--- src/rtl/dmem_access_ctrl.sv ---
// rtl/dmem_access_ctrl.sv - MEM-stage data-memory sequencer: request/grant bus,
// pipeline stall, load lane extraction and misalign/timeout reporting.
module dmem_access_ctrl #(
  parameter int TIMEOUT = 15
) (
  input  logic        clk,
  input  logic        reset,
  input  logic        mem_enable_in,
  input  logic        mem_rw_in,
  input  logic [2:0]  funct3_in,
  input  logic [31:0] addr_in,
  input  logic [31:0] store_in,
  output logic        bus_req,
  output logic        bus_we,
  output logic [31:0] bus_addr,
  output logic [31:0] bus_wdata,
  output logic [3:0]  bus_be,
  input  logic        bus_gnt,
  input  logic        bus_rvalid,
  input  logic [31:0] bus_rdata,
  output logic        stall_out,
  output logic [31:0] load_data,
  output logic        load_valid,
  output logic        misalign_err,
  output logic        bus_err
);

  localparam logic [1:0] S_IDLE = 2'd0;
  localparam logic [1:0] S_REQ  = 2'd1;
  localparam logic [1:0] S_WAIT = 2'd2;
  localparam logic [1:0] S_DONE = 2'd3;

  localparam logic [7:0] TIMEOUT_C = 8'(TIMEOUT);

  logic [1:0]  state;
  logic [7:0]  cnt;
  logic [2:0]  funct3_q;
  logic [1:0]  lane_q;

  logic        legal;
  logic        aligned;
  logic        start;
  logic [3:0]  be_c;
  logic [31:0] wdata_c;
  logic [31:0] rd_shift;
  logic [31:0] rd_ext;
  logic        timed_out;

  // Unsigned loads are only legal as loads; stores stop at SW.
  always_comb begin
    legal = 1'b0;
    case (funct3_in)
      3'b000, 3'b001, 3'b010: legal = 1'b1;
      3'b100, 3'b101:         legal = mem_rw_in;
      default:                legal = 1'b0;
    endcase
  end

  always_comb begin
    aligned = 1'b1;
    case (funct3_in[1:0])
      2'b01:   aligned = ~addr_in[0];
      2'b10:   aligned = (addr_in[1:0] == 2'b00);
      default: aligned = 1'b1;
    endcase
  end

  assign start = (state == S_IDLE) & mem_enable_in & legal & aligned;

  always_comb begin
    be_c    = 4'b1111;
    wdata_c = store_in;
    case (funct3_in[1:0])
      2'b00: begin
        be_c    = 4'b0001 << addr_in[1:0];
        wdata_c = {4{store_in[7:0]}};
      end
      2'b01: begin
        be_c    = addr_in[1] ? 4'b1100 : 4'b0011;
        wdata_c = {2{store_in[15:0]}};
      end
      default: begin
        be_c    = 4'b1111;
        wdata_c = store_in;
      end
    endcase
  end

  // Move the addressed lane down to bit 0, then extend by the captured funct3.
  always_comb begin
    rd_shift = bus_rdata >> {lane_q, 3'b000};
    case (funct3_q)
      3'b000:  rd_ext = {{24{rd_shift[7]}}, rd_shift[7:0]};
      3'b001:  rd_ext = {{16{rd_shift[15]}}, rd_shift[15:0]};
      3'b100:  rd_ext = {24'd0, rd_shift[7:0]};
      3'b101:  rd_ext = {16'd0, rd_shift[15:0]};
      default: rd_ext = bus_rdata;
    endcase
  end

  assign timed_out = (cnt == TIMEOUT_C);

  assign bus_req   = (state == S_REQ);
  assign stall_out = reset & (start | (state == S_REQ) | (state == S_WAIT));

  always_ff @(posedge clk or negedge reset) begin
    if (!reset) begin
      state        <= S_IDLE;
      cnt          <= 8'd0;
      funct3_q     <= 3'd0;
      lane_q       <= 2'd0;
      bus_we       <= 1'b0;
      bus_addr     <= 32'd0;
      bus_wdata    <= 32'd0;
      bus_be       <= 4'd0;
      load_data    <= 32'd0;
      load_valid   <= 1'b0;
      misalign_err <= 1'b0;
      bus_err      <= 1'b0;
    end else begin
      load_valid   <= 1'b0;
      misalign_err <= 1'b0;
      bus_err      <= 1'b0;
      case (state)
        S_IDLE: begin
          if (start) begin
            bus_addr  <= {addr_in[31:2], 2'b00};
            bus_we    <= ~mem_rw_in;
            bus_be    <= be_c;
            bus_wdata <= wdata_c;
            funct3_q  <= funct3_in;
            lane_q    <= addr_in[1:0];
            cnt       <= 8'd0;
            state     <= S_REQ;
          end else if (mem_enable_in) begin
            misalign_err <= 1'b1;
          end
        end
        S_REQ: begin
          cnt <= cnt + 8'd1;
          if (bus_gnt && (bus_we || bus_rvalid)) begin
            load_valid <= 1'b1;
            load_data  <= bus_we ? 32'd0 : rd_ext;
            state      <= S_DONE;
          end else if (timed_out) begin
            // A read granted in the timeout cycle without data is still aborted.
            bus_err   <= 1'b1;
            load_data <= 32'd0;
            state     <= S_DONE;
          end else if (bus_gnt) begin
            state <= S_WAIT;
          end
        end
        S_WAIT: begin
          cnt <= cnt + 8'd1;
          if (bus_rvalid) begin
            load_valid <= 1'b1;
            load_data  <= rd_ext;
            state      <= S_DONE;
          end else if (timed_out) begin
            bus_err   <= 1'b1;
            load_data <= 32'd0;
            state     <= S_DONE;
          end
        end
        default: begin
          state <= S_IDLE;
        end
      endcase
    end
  end

endmodule

--- config.mk ---
export PLATFORM = sky130hd
export DESIGN_NAME = dmem_access_ctrl
export DESIGN_NICKNAME = d
export VERILOG_FILES = /design/src/rtl/dmem_access_ctrl.sv
export SDC_FILE = /design/constraint.sdc
export NUM_CORES = 1
export LEC_CHECK = 0
export CAP_MARGIN = 40
export CORE_UTILIZATION = 44
export DETAILED_ROUTE_END_ITERATION = 8
export PLACE_DENSITY = 0.81
export SLEW_MARGIN = 20
export SYNTH_ARGS = -nofsm -noshare
export SYNTH_HDL_FRONTEND = slang
export SYNTH_SLANG_ARGS = --single-unit
--- constraint.sdc ---
create_clock -name clk -period 3.3 [get_ports clk]
set_input_delay 0.66 -clock clk [delete_from_list [all_inputs] [get_ports clk]]
set_output_delay 0.66 -clock clk [all_outputs]
set_load 0.02 [all_outputs]
==> Implementation_results.wiki, run 1 <==
{| class="wikitable"
! Metric !! Value
|-
| #FFs+latches synth || 117
|-
| Normalized max-slew margin || 0.501
|-
| Overall Global Routing Usage || 0.264
|-
| Number of top-level design ports || 211
|-
| Total Negative Setup Slacks || 0 ps
|-
| Yosys Warn Count || 0
|-
| Number of enable-type register cells in the synthesized netlist || 0
|-
| Initial DRC count || 416
|-
| Critical path peak fanout || 4
|-
| Mean area per synthesized cell || 11.1 sq um
|-
| Actual transition at the worst max-transition pin || 748 ps
|-
| Worst reg2reg path endpoint || load_data[23]
|-
| Placer congestion estimate || 0.882
|-
| Clock tree from TritonCTS || built
|-
| Pin count of the biggest net entering global routing || 97
|-
| Clock root buffer master || sky130_fd_sc_hd__clkbuf_16
|-
| Port Buffers || 208
|-
| Clock skew || 7.82 ps
|-
| Count of endpoints failing setup in the final report || 0
|-
| Cell area after placement || 7680 sq um
|-
| Wire length of the first global-routing pass || 25.8 mm
|-
| Post-Syn Instances || 490
|-
| DRC errors left || 0
|-
| Peak ir drop on the vdd network || 0.546 mV
|-
| Number of sinks driven by the clock tree || 117
|-
| Number of buffers inserted during clock tree synthesis || 17
|-
| WP data required || 2640 ps
|-
| Area grow syn2layout || 53.1%
|-
| Vias in the first global route || 5001
|-
| Clock slew at the register clock pins of the worst setup and hold paths || 50 ps
|-
| Initial Utilization || 0.453
|-
| Maximum clock insertion buffer count || 2
|-
| Die ar. || 12800 sq um
|-
| Antenna violations before repair || 0
|-
| Worst setup path startpoint || funct3_in[1]
|-
| Via-per-instance ratio || 5.64
|-
| Worst Slack Setup Final || 166 ps
|-
| Count of standard-cell rows || 40
|-
| Fraction of registers with async set/reset || 1.00
|-
| Antenna viol nets, final || 0
|-
| Post-DR wirelength/cell || 18.7 um
|-
| H-Tree Depth || 4
|-
| Number of endpoints with negative hold slack in the final report || 0
|-
| Hold/Removal Path Class || primary input to async pin
|-
| Unique masters post-synth || 48
|-
| Pre-CTS setup slack || -91.1 ps
|-
| Dominant register cell in the synthesized netlist || sky130_fd_sc_hd__dfrtp_1
|-
| Setup repair after global routing missed its margin || false
|-
| Summed instance area of the synthesized netlist || 5440 sq um
|-
| Total non-filler cell area in the finished layout || 8320 sq um
|-
| Outcome || completed
|-
| Via Count || 4858
|-
| Detailed-route wire length || 16.1 mm
|-
| Antenna Diode Count || 0
|-
| Postcts setup bufs || 0
|-
| Data arrival time of the worst path || 2470 ps
|-
| Clock period minus worst slack || 3130 ps
|-
| Clock latency on the worst-skew pair || 410 ps
|-
| Crit Path Category || primary input to primary output
|-
| Share of cells above drive strength 1 || 0.0839
|-
| Core ar. || 12000 sq um
|-
| Post-detailed-placement half-perimeter wirelength || 11.4 mm
|-
| Final period utilization || 0.950
|-
| Pwr Density || 984 nW/um^2
|-
| Total grt overflow || 0
|-
| Final slew viol count || 0
|-
| Element type at the critical path end || primary output
|-
| 1st-pass router iterations || 5
|-
| Critical Path Start Type || primary input
|-
| Cell depth of the worst flop-to-flop path || 6
|-
| Count of max-cap constraint violations || 0
|-
| LEAKAGE || 3.65 nW
|-
| Crit Reg-Reg Startpoint || lane_q[1]
|-
| Worst-case register-to-register setup slack || 1040 ps
|-
| Final nets || 815
|-
| Most frequent cells in the layout || sky130_fd_sc_hd__clkdlybuf4s50_1 (206), sky130_fd_sc_hd__dfrtp_1 (117), sky130_fd_sc_hd__nand2_1 (50), sky130_fd_sc_hd__o21ai_1 (50), sky130_fd_sc_hd__mux2_1 (40)
|-
| Most common cell after layout, fill and taps aside || sky130_fd_sc_hd__clkdlybuf4s50_1
|-
| Width of the die || 113 um
|-
| Highest clock rate || 0.319 GHz
|-
| Final hold slack || 452 ps
|-
| Share of the yosys chip area belonging to registers || 0.539
|-
| Y dimension of the die || 113 um
|}
## cell type report
cell class,count,area (sq um)
clock inverters,8,120
multi-input cells,327,2300
fillers,887,3690
well taps,147,184
flip-flops and latches,117,2930
clock buffers,24,502
inverters,13,48.8
repair buffers,226,2240
## synthesized netlist by cell type (all sizes together), types with 4 or more instances
master  number  area [sq um]
o31ai        5          37.5
a211oi       7          52.6
ha           8           100
nor2        23          88.8
buf         16           105
a22o         9          78.8
inv         13          48.8
a221o       16           160
and2         4          25.0
nand2       51           194
o221ai       6          52.6
nor2b        4          32.5
a22oi       15           113
nand2b       6          37.5
nand3        7          35.0
and3         4          25.0
clkbuf      18          67.6
mux2i       20           200
a21oi       23           115
o21ai       54           274
mux2        40           450
dfrtp      117          2930
## state kept, by name, indices dropped and copies added, names as in the netlist
name and cells:
funct3_q 3, state 2, bus_err 1, bus_we 1
bus_be 4, bus_wdata 32, load_data 32, cnt 8
misalign_err 1, bus_addr 30, lane_q 2, load_valid 1
## critical path, stage by stage
cell and delay [ps]:
sky130_fd_sc_hd__clkdlybuf4s50_1 550, sky130_fd_sc_hd__ha_1 190, sky130_fd_sc_hd__inv_2 40, sky130_fd_sc_hd__o311ai_1 290
sky130_fd_sc_hd__buf_4 190, sky130_fd_sc_hd__nand3_4 60, sky130_fd_sc_hd__a21boi_1 150, sky130_fd_sc_hd__dlygate4sd2_1 350
## through the flow
stage / total power [W] / cells / utilization
2_1_floorplan: 0.00454 / 491 / -
3_3_place_gp: 0.00613 / 829 / 0.640
3_5_place_dp: 0.00626 / 829 / 0.640
4_1_cts: 0.00822 / 861 / 0.691
5_1_grt: 0.00861 / 862 / 0.693
6_report: 0.00819 / 862 / 0.693
## kinds of logic after synthesis
kind of cell / synth area share
adders and majority gates: 0.0184
buffers and inverters: 0.0407
and+or+nand+nor: 0.0831
other: 0.000690
AOI/OAI and AO/OA: 0.199
muxes: 0.120
DFF: 0.539
## worst max-delay path by stage
| stage | cells after the start | endpoint | slack [ps] |
|---|---|---|---|
| detailed placement | 8 | stall_out | -90 |
| floorplan | 8 | stall_out | 280 |
| global route | 8 | stall_out | 6 |
| finish | 8 | stall_out | 170 |
| global placement | 8 | stall_out | -50 |
| CTS | 8 | stall_out | 160 |
## power breakdown
part | internal (W) | switching, W | total (W)
clock network | 0.00128 | 0.000646 | 0.00193
registers | 0.00207 | 0.000466 | 0.00253
logic | 0.00177 | 0.00196 | 0.00373
total | 0.00512 | 0.00307 | 0.00819
## metal layers
metal  up-vias  global-route usage  wire [um]
met1      2351               0.313       6420
met2       247               0.429       7740
met5         -                   0          0
met3        44              0.0830       1370
li1       2216                   -          -
met4         0               0.143        592
## repair_timing
item	in CTS	in global routing
resized for setup	1	0
endpoints found under the setup margin	1	0
hold buffers	0	0
(Power assumes the default switching activity.)
==> inputs of run 2 (changes only) <==
--- a/config.mk
+++ b/config.mk
@@ -6,10 +6,11 @@
 export NUM_CORES = 1
 export LEC_CHECK = 0
 export CAP_MARGIN = 40
+export CORE_ASPECT_RATIO = 0.5
 export CORE_UTILIZATION = 44
 export DETAILED_ROUTE_END_ITERATION = 8
 export PLACE_DENSITY = 0.81
-export SLEW_MARGIN = 20
+export SLEW_MARGIN = 10
 export SYNTH_ARGS = -nofsm -noshare
 export SYNTH_HDL_FRONTEND = slang
 export SYNTH_SLANG_ARGS = --single-unit
==> run 2 against run 1 <==
  * Maximum frequency about the same
  * Global-route usage down 0.22 points
  * First-iteration DRC count down 33%
  * Combinational power about the same
  * Setup slack worse by 3.1 ps
  * Final area up 0.36%
  * Critical path depth unchanged
==> Implementation_results.wiki, run 2 (same netlist as run 1, synthesis figures left out) <==
{| class="wikitable"
! Metric !! Value
|-
| CP cell instances || clkdlybuf4s50_1 > ha_1 > inv_2 > buf_4 > o22ai_1 > nand3_4 > a21boi_1 > dlygate4sd2_1
|-
| Placer congestion estimate || 0.829 (-6.0%)
|-
| Critical path peak fanout || 4 (unchanged)
|-
| WP data required || 2640 ps (about the same)
|-
| Total grt overflow || 0 (unchanged)
|-
| Antenna viol nets, final || 0 (unchanged)
|-
| Element type at the critical path end || primary output
|-
| Actual transition at the worst max-transition pin || 743 ps (-5.27 ps)
|-
| Post-cts sizing count || 1 (unchanged)
|-
| Pin count of the biggest net entering global routing || 57 (-41%)
|-
| Data arrival time of the worst path || 2480 ps (about the same)
|-
| Final slew viol count || 0 (unchanged)
|-
| Post-CTS Hold Buffers || 0 (unchanged)
|-
| Hold/Removal Path Class || primary input to async pin
|-
| Highest clock rate || 0.319 GHz (about the same)
|-
| Count of max-cap constraint violations || 0 (unchanged)
|-
| Detailed-route wire length || 16.1 mm (+0.11%)
|-
| Critical Path Start Type || primary input
|-
| Slowest library cell on the worst path || sky130_fd_sc_hd__clkdlybuf4s50_1
|-
| 1st-pass router iterations || 5 (unchanged)
|-
| Port Buffers || 208 (unchanged)
|-
| Number of sinks driven by the clock tree || 117 (unchanged)
|-
| Vias in the first global route || 4832 (-3.4%)
|-
| Clock latency on the worst-skew pair || 410 ps (about the same)
|-
| Clock slew at the register clock pins of the worst setup and hold paths || 50 ps (about the same)
|-
| Clock skew || 6.63 ps (-1.19 ps)
|-
| Antenna Diode Count || 0 (unchanged)
|-
| Post-detailed-placement half-perimeter wirelength || 11.2 mm (-2.4%)
|-
| Crit Path Category || primary input to primary output
|-
| Clock tree from TritonCTS || built
|-
| Width of the die || 159 um (+41%)
|-
| Most frequent cells in the layout || sky130_fd_sc_hd__clkdlybuf4s50_1 (206), sky130_fd_sc_hd__dfrtp_1 (117), sky130_fd_sc_hd__nand2_1 (50), sky130_fd_sc_hd__o21ai_1 (50), sky130_fd_sc_hd__mux2_1 (40)
|-
| Count of endpoints failing setup in the final report || 0 (unchanged)
|-
| H-Tree Depth || 4 (unchanged)
|-
| Y dimension of the die || 80.6 um (-29%)
|-
| Peak ir drop on the vdd network || 0.505 mV (-7.6%)
|-
| LEAKAGE || 3.66 nW (+0.33%)
|-
| Maximum clock insertion buffer count || 2 (unchanged)
|-
| Clock period minus worst slack || 3140 ps (+3.07 ps)
|-
| Initial DRC count || 278 (-33%)
|-
| Worst path max stage delay || 550 ps (about the same)
|-
| Clock root buffer master || sky130_fd_sc_hd__clkbuf_16
|-
| Core ar. || 11900 sq um (-0.83%)
|-
| Pre-CTS setup slack || -103 ps (-11.9 ps)
|-
| Top Registers || bus_wdata: 32 flops, load_data: 32 flops, bus_addr: 30 flops
|-
| Via Count || 4778 (-1.6%)
|-
| Via-per-instance ratio || 5.41 (-4.0%)
|-
| Final nets || 819 (+0.49%)
|-
| Final hold slack || 299 ps (-153 ps)
|-
| Number of endpoints with negative hold slack in the final report || 0 (unchanged)
|-
| Overall Global Routing Usage || 0.262 (-0.00223)
|-
| Postcts setup bufs || 0 (unchanged)
|-
| Count of standard-cell rows || 28 (-30%)
|-
| Worst Slack Setup Final || 163 ps (-3.07 ps)
|-
| Die ar. || 12800 sq um (+0.22%)
|-
| Pwr Density || 982 nW/um^2 (-0.23%)
|-
| DRC errors left || 0 (unchanged)
|-
| Number of buffers inserted during clock tree synthesis || 17 (unchanged)
|-
| Fill cells || 858 (-3.3%)
|-
| Area grow syn2layout || 53.7%
|-
| Number of top-level design ports || 211 (unchanged)
|-
| Share of cells above drive strength 1 || 0.0877 (+0.00383)
|-
| Post-DR wirelength/cell || 18.3 um (-2.3%)
|-
| Setup repair after global routing missed its margin || false
|-
| Wire length of the first global-routing pass || 25.6 mm (-0.69%)
|-
| Antenna violations before repair || 0 (unchanged)
|-
| Initial Utilization || 0.456 (+0.00380)
|-
| Outcome || completed
|-
| Normalized max-slew margin || 0.505 (+0.00351)
|-
| Most common cell after layout, fill and taps aside || sky130_fd_sc_hd__clkdlybuf4s50_1
|-
| Final period utilization || 0.951 (about the same)
|}
==> run 2: where the power goes <==
group | internal (W) | switching [W] | total [W] | leakage, nW
clock | 0.00127 | 0.000645 | 0.00192 | 0.299
sequential | 0.00207 | 0.000478 | 0.00254 | 1.47
combinational | 0.00178 | 0.00196 | 0.00374 | 1.89
==> run 2: path summary, 6_finish.rpt <==
path	start	to	slack, ps	cells past startpoint
min in group clk	load_data[5]	load_data[5]	470	2
worst min-delay path	reset	cnt[1]	300	2
max in group asynchronous	reset	bus_addr[16]	2420	3
worst min register to register	load_data[5]	load_data[5]	470	2
worst max register to register	state[0]	load_data[10]	830	7
worst max-delay path	funct3_in[1]	stall_out	160	8
==> run 2: metal layers <==
metal | wire length [um] | up-vias | share of wire | track usage
li1 | - | 2227 | - | -
met1 | 6760 | 2343 | 0.42 | 0.326
met2 | 8010 | 169 | 0.50 | 0.439
met3 | 966 | 39 | 0.060 | 0.0584
met4 | 402 | 0 | 0.025 | 0.122
met5 | 0 | - | 0 | 0
==> run 2: cell type report <==
cell class / count / area, sq um / share of cell area
repair buffers: 230 / 2260 / 0.271
inverters: 13 / 48.8 / 0.00584
clock inverters: 11 / 158 / 0.0189
well taps: 165 / 206 / 0.0247
flip-flops and latches: 117 / 2930 / 0.351
clock buffers: 20 / 447 / 0.0535
multi-input cells: 327 / 2300 / 0.276
==> run 2: stage by stage <==
| stage | cell area (sq um) | TNS, ps | util | cells | total power, W |
|---|---|---|---|---|---|
| floorplan | 5440 | 0 | - | 491 | 0.00454 |
| global placement | 7720 | -8.81 | 0.648 | 851 | 0.00616 |
| detailed placement | 7750 | -177 | 0.651 | 852 | 0.00627 |
| CTS | 8350 | 0 | 0.701 | 883 | 0.00825 |
| global route | 8350 | 0 | 0.701 | 883 | 0.00864 |
| finish | 8350 | 0 | 0.701 | 883 | 0.00820 |
==> run 2: critical path, delay by kind of cell <==
kind	cells	cell delay (ps)
adders and majority gates	1	200
buffers and inverters	4	1060
and+or+nand+nor	1	110
AOI/OAI and AO/OA	2	460
==> inputs of run 3 (changes only) <==
--- a/config.mk
+++ b/config.mk
@@ -7,9 +7,9 @@
 export LEC_CHECK = 0
 export CAP_MARGIN = 40
 export CORE_ASPECT_RATIO = 0.5
-export CORE_UTILIZATION = 44
+export CORE_UTILIZATION = 35
 export DETAILED_ROUTE_END_ITERATION = 8
-export PLACE_DENSITY = 0.81
+export PLACE_DENSITY = 0.66
 export SLEW_MARGIN = 10
 export SYNTH_ARGS = -nofsm -noshare
 export SYNTH_HDL_FRONTEND = slang
==> run 3 against run 2 <==
  * Hold slack better by 77 ps
  * Power is 0.63% higher
  * Flip-flop and latch count did not move
  * Maximum frequency grew 3.3%
  * Utilization shrank 13 points
  * Critical path depth rose by 1
  * Critical path type unchanged
  * Highest routed layer unchanged
==> Implementation_results.wiki, run 3 (same netlist as run 1, synthesis figures left out) <==
{| class="wikitable"
! Metric !! Value
|-
| Most common cell after layout, fill and taps aside || sky130_fd_sc_hd__clkdlybuf4s50_1
|-
| Final nets || 816 (-0.37%)
|-
| Fill cells || 1242 (+45%)
|-
| Top Registers || bus_wdata: 32 flops, load_data: 32 flops, bus_addr: 30 flops
|-
| Crit Reg-Reg Startpoint || state[0]
|-
| Vias in the first global route || 4609 (-4.6%)
|-
| Post-CTS Hold Buffers || 0 (unchanged)
|-
| Initial Utilization || 0.367 (-0.0895)
|-
| Number of sinks driven by the clock tree || 117 (unchanged)
|-
| Count of max-cap constraint violations || 0 (unchanged)
|-
| Cell area after placement || 7770 sq um (+0.24%)
|-
| Final period utilization || 0.921 (-0.0300)
|-
| Y dimension of the die || 90.1 um (+12%)
|-
| Crit Path Category || primary input to primary output
|-
| Overall power || 0.00825 W (+0.63%)
|-
| Detailed-route wire length || 15.6 mm (-3.5%)
|-
| Hold/Removal Path Class || primary input to async pin
|-
| Number of top-level design ports || 211 (unchanged)
|-
| Total non-filler cell area in the finished layout || 8420 sq um (+0.84%)
|-
| Initial DRC count || 243 (-13%)
|-
| Pwr Density || 980 nW/um^2 (-0.21%)
|-
| Sequential cell area in the final layout || 2930 sq um (unchanged)
|-
| Wire length of the first global-routing pass || 24.9 mm (-2.9%)
|-
| Total Negative Setup Slacks || 0 ps (unchanged)
|-
| Pre-CTS setup slack || -125 ps (-21.8 ps)
|-
| Port Buffers || 208 (unchanged)
|-
| Placer congestion estimate || 0.777 (-6.2%)
|-
| Clock root buffer master || sky130_fd_sc_hd__clkbuf_16
|-
| Area grow syn2layout || 55.0%
|-
| Post-detailed-placement half-perimeter wirelength || 11.2 mm (about the same)
|-
| Clock latency on the worst-skew pair || 410 ps (about the same)
|-
| Number of endpoints with negative hold slack in the final report || 0 (unchanged)
|-
| Highest clock rate || 0.329 GHz (+3.3%)
|-
| Clock tree from TritonCTS || built
|-
| Outcome || completed
|-
| Post-DR wirelength/cell || 17.0 um (-6.8%)
|-
| WP data required || 2640 ps (about the same)
|-
| Die ar. || 16100 sq um (+25%)
|-
| 1st-pass router iterations || 4 (-1)
|-
| Most frequent cells in the layout || sky130_fd_sc_hd__clkdlybuf4s50_1 (206), sky130_fd_sc_hd__dfrtp_1 (117), sky130_fd_sc_hd__nand2_1 (50), sky130_fd_sc_hd__o21ai_1 (50), sky130_fd_sc_hd__mux2_1 (40)
|-
| Overall Global Routing Usage || 0.200 (-0.0612)
|-
| Normalized max-slew margin || 0.403 (-0.101)
|-
| Element type at the critical path end || primary output
|-
| Count of endpoints failing setup in the final report || 0 (unchanged)
|-
| Total grt overflow || 0 (unchanged)
|-
| Antenna violations before repair || 0 (unchanged)
|-
| Via Count || 4606 (-3.6%)
|-
| Clock slew at the register clock pins of the worst setup and hold paths || 60 ps (about the same)
|-
| Actual transition at the worst max-transition pin || 895 ps (+152 ps)
|-
| Width of the die || 178 um (+12%)
|-
| Clock skew || 13.1 ps (+6.50 ps)
|-
| Clock period minus worst slack || 3040 ps (-98.9 ps)
|-
| H-Tree Depth || 4 (unchanged)
|-
| Peak ir drop on the vdd network || 0.374 mV (-26%)
|-
| Worst-case register-to-register setup slack || 830 ps (about the same)
|-
| Multi-input logic area || 2310 sq um (+0.33%)
|-
| LEAKAGE || 3.66 nW (-0.10%)
|-
| Maximum clock insertion buffer count || 2 (unchanged)
|-
| Critical path peak fanout || 2 (-2)
|-
| Final slew viol count || 0 (unchanged)
|-
| Antenna viol nets, final || 0 (unchanged)
|-
| Post-layout util || 0.568 (-0.133)
|-
| Core ar. || 14800 sq um (+24%)
|-
| Cell depth of the worst flop-to-flop path || 5 (-2)
|-
| Share of cells above drive strength 1 || 0.0880 (+0.000245)
|-
| Via-per-instance ratio || 5.04 (-6.9%)
|-
| Antenna Diode Count || 0 (unchanged)
|-
| Worst reg2reg path endpoint || load_data[17]
|-
| Setup repair after global routing missed its margin || false
|-
| Critical Path Start Type || primary input
|-
| DRC errors left || 0 (unchanged)
|-
| Count of standard-cell rows || 31 (+11%)
|-
| Worst Slack Setup Final || 262 ps (+98.9 ps)
|-
| Data arrival time of the worst path || 2380 ps (-100 ps)
|-
| Number of buffers inserted during clock tree synthesis || 17 (unchanged)
|-
| Pin count of the biggest net entering global routing || 65 (+14%)
|}
==> run 3: power by group <==
part	total [W]	internal [W]	switching [W]	leakage, nW
Clock	0.00203	0.00136	0.000673	0.309
Sequential	0.00252	0.00207	0.000460	1.47
Combinational	0.00370	0.00176	0.00193	1.88
Total	0.00825	0.00519	0.00307	3.66
==> run 3: worst max-delay path by stage <==
stage / startpoint / endpoint / slack, ps
5_1_grt: funct3_in[0] / stall_out / 140
3_3_place_gp: funct3_in[0] / stall_out / -100
4_1_cts: funct3_in[1] / stall_out / 240
6_report: funct3_in[0] / stall_out / 260
2_1_floorplan: funct3_in[1] / stall_out / 280
3_5_place_dp: funct3_in[0] / stall_out / -120
==> run 3: per-stage QoR <==
step,hold slack (ps),instances
floorplan,364,491
global placement,451,881
finish,375,914
global route,418,914
CTS,390,914
detailed placement,463,882
==> run 3: area by class of cell <==
cell class / count / share of cell area
Sequential cell: 117 / 0.348
Clock buffer: 19 / 0.0526
Tap cell: 198 / 0.0294
Inverter: 13 / 0.00579
Timing Repair Buffer: 227 / 0.266
Clock inverter: 13 / 0.0244
Multi-Input combinational cell: 327 / 0.274
==> run 3: routing by layer <==
metal / track usage / wire (um) / vias up
li1: - / - / 2214
met1: 0.267 / 7030 / 2244
met2: 0.321 / 7480 / 125
met3: 0.0419 / 718 / 23
met4: 0.0720 / 348 / 0
met5: 0 / 0 / -
==> run 3: what timing repair did <==
item | in CTS | in global routing
setup endpoints to repair | 1 | 0
gates resized for setup | 2 | 0
buffers inserted | 0 | 0
==> run 3: critical path, cell delays in order <==
cell and delay, ps:
sky130_fd_sc_hd__clkdlybuf4s50_1 420, sky130_fd_sc_hd__inv_1 80, sky130_fd_sc_hd__ha_1 160, sky130_fd_sc_hd__inv_2 50, sky130_fd_sc_hd__buf_4 120, sky130_fd_sc_hd__o22ai_1 300, sky130_fd_sc_hd__nand3_4 100, sky130_fd_sc_hd__a21boi_1 130
sky130_fd_sc_hd__dlygate4sd2_1 360
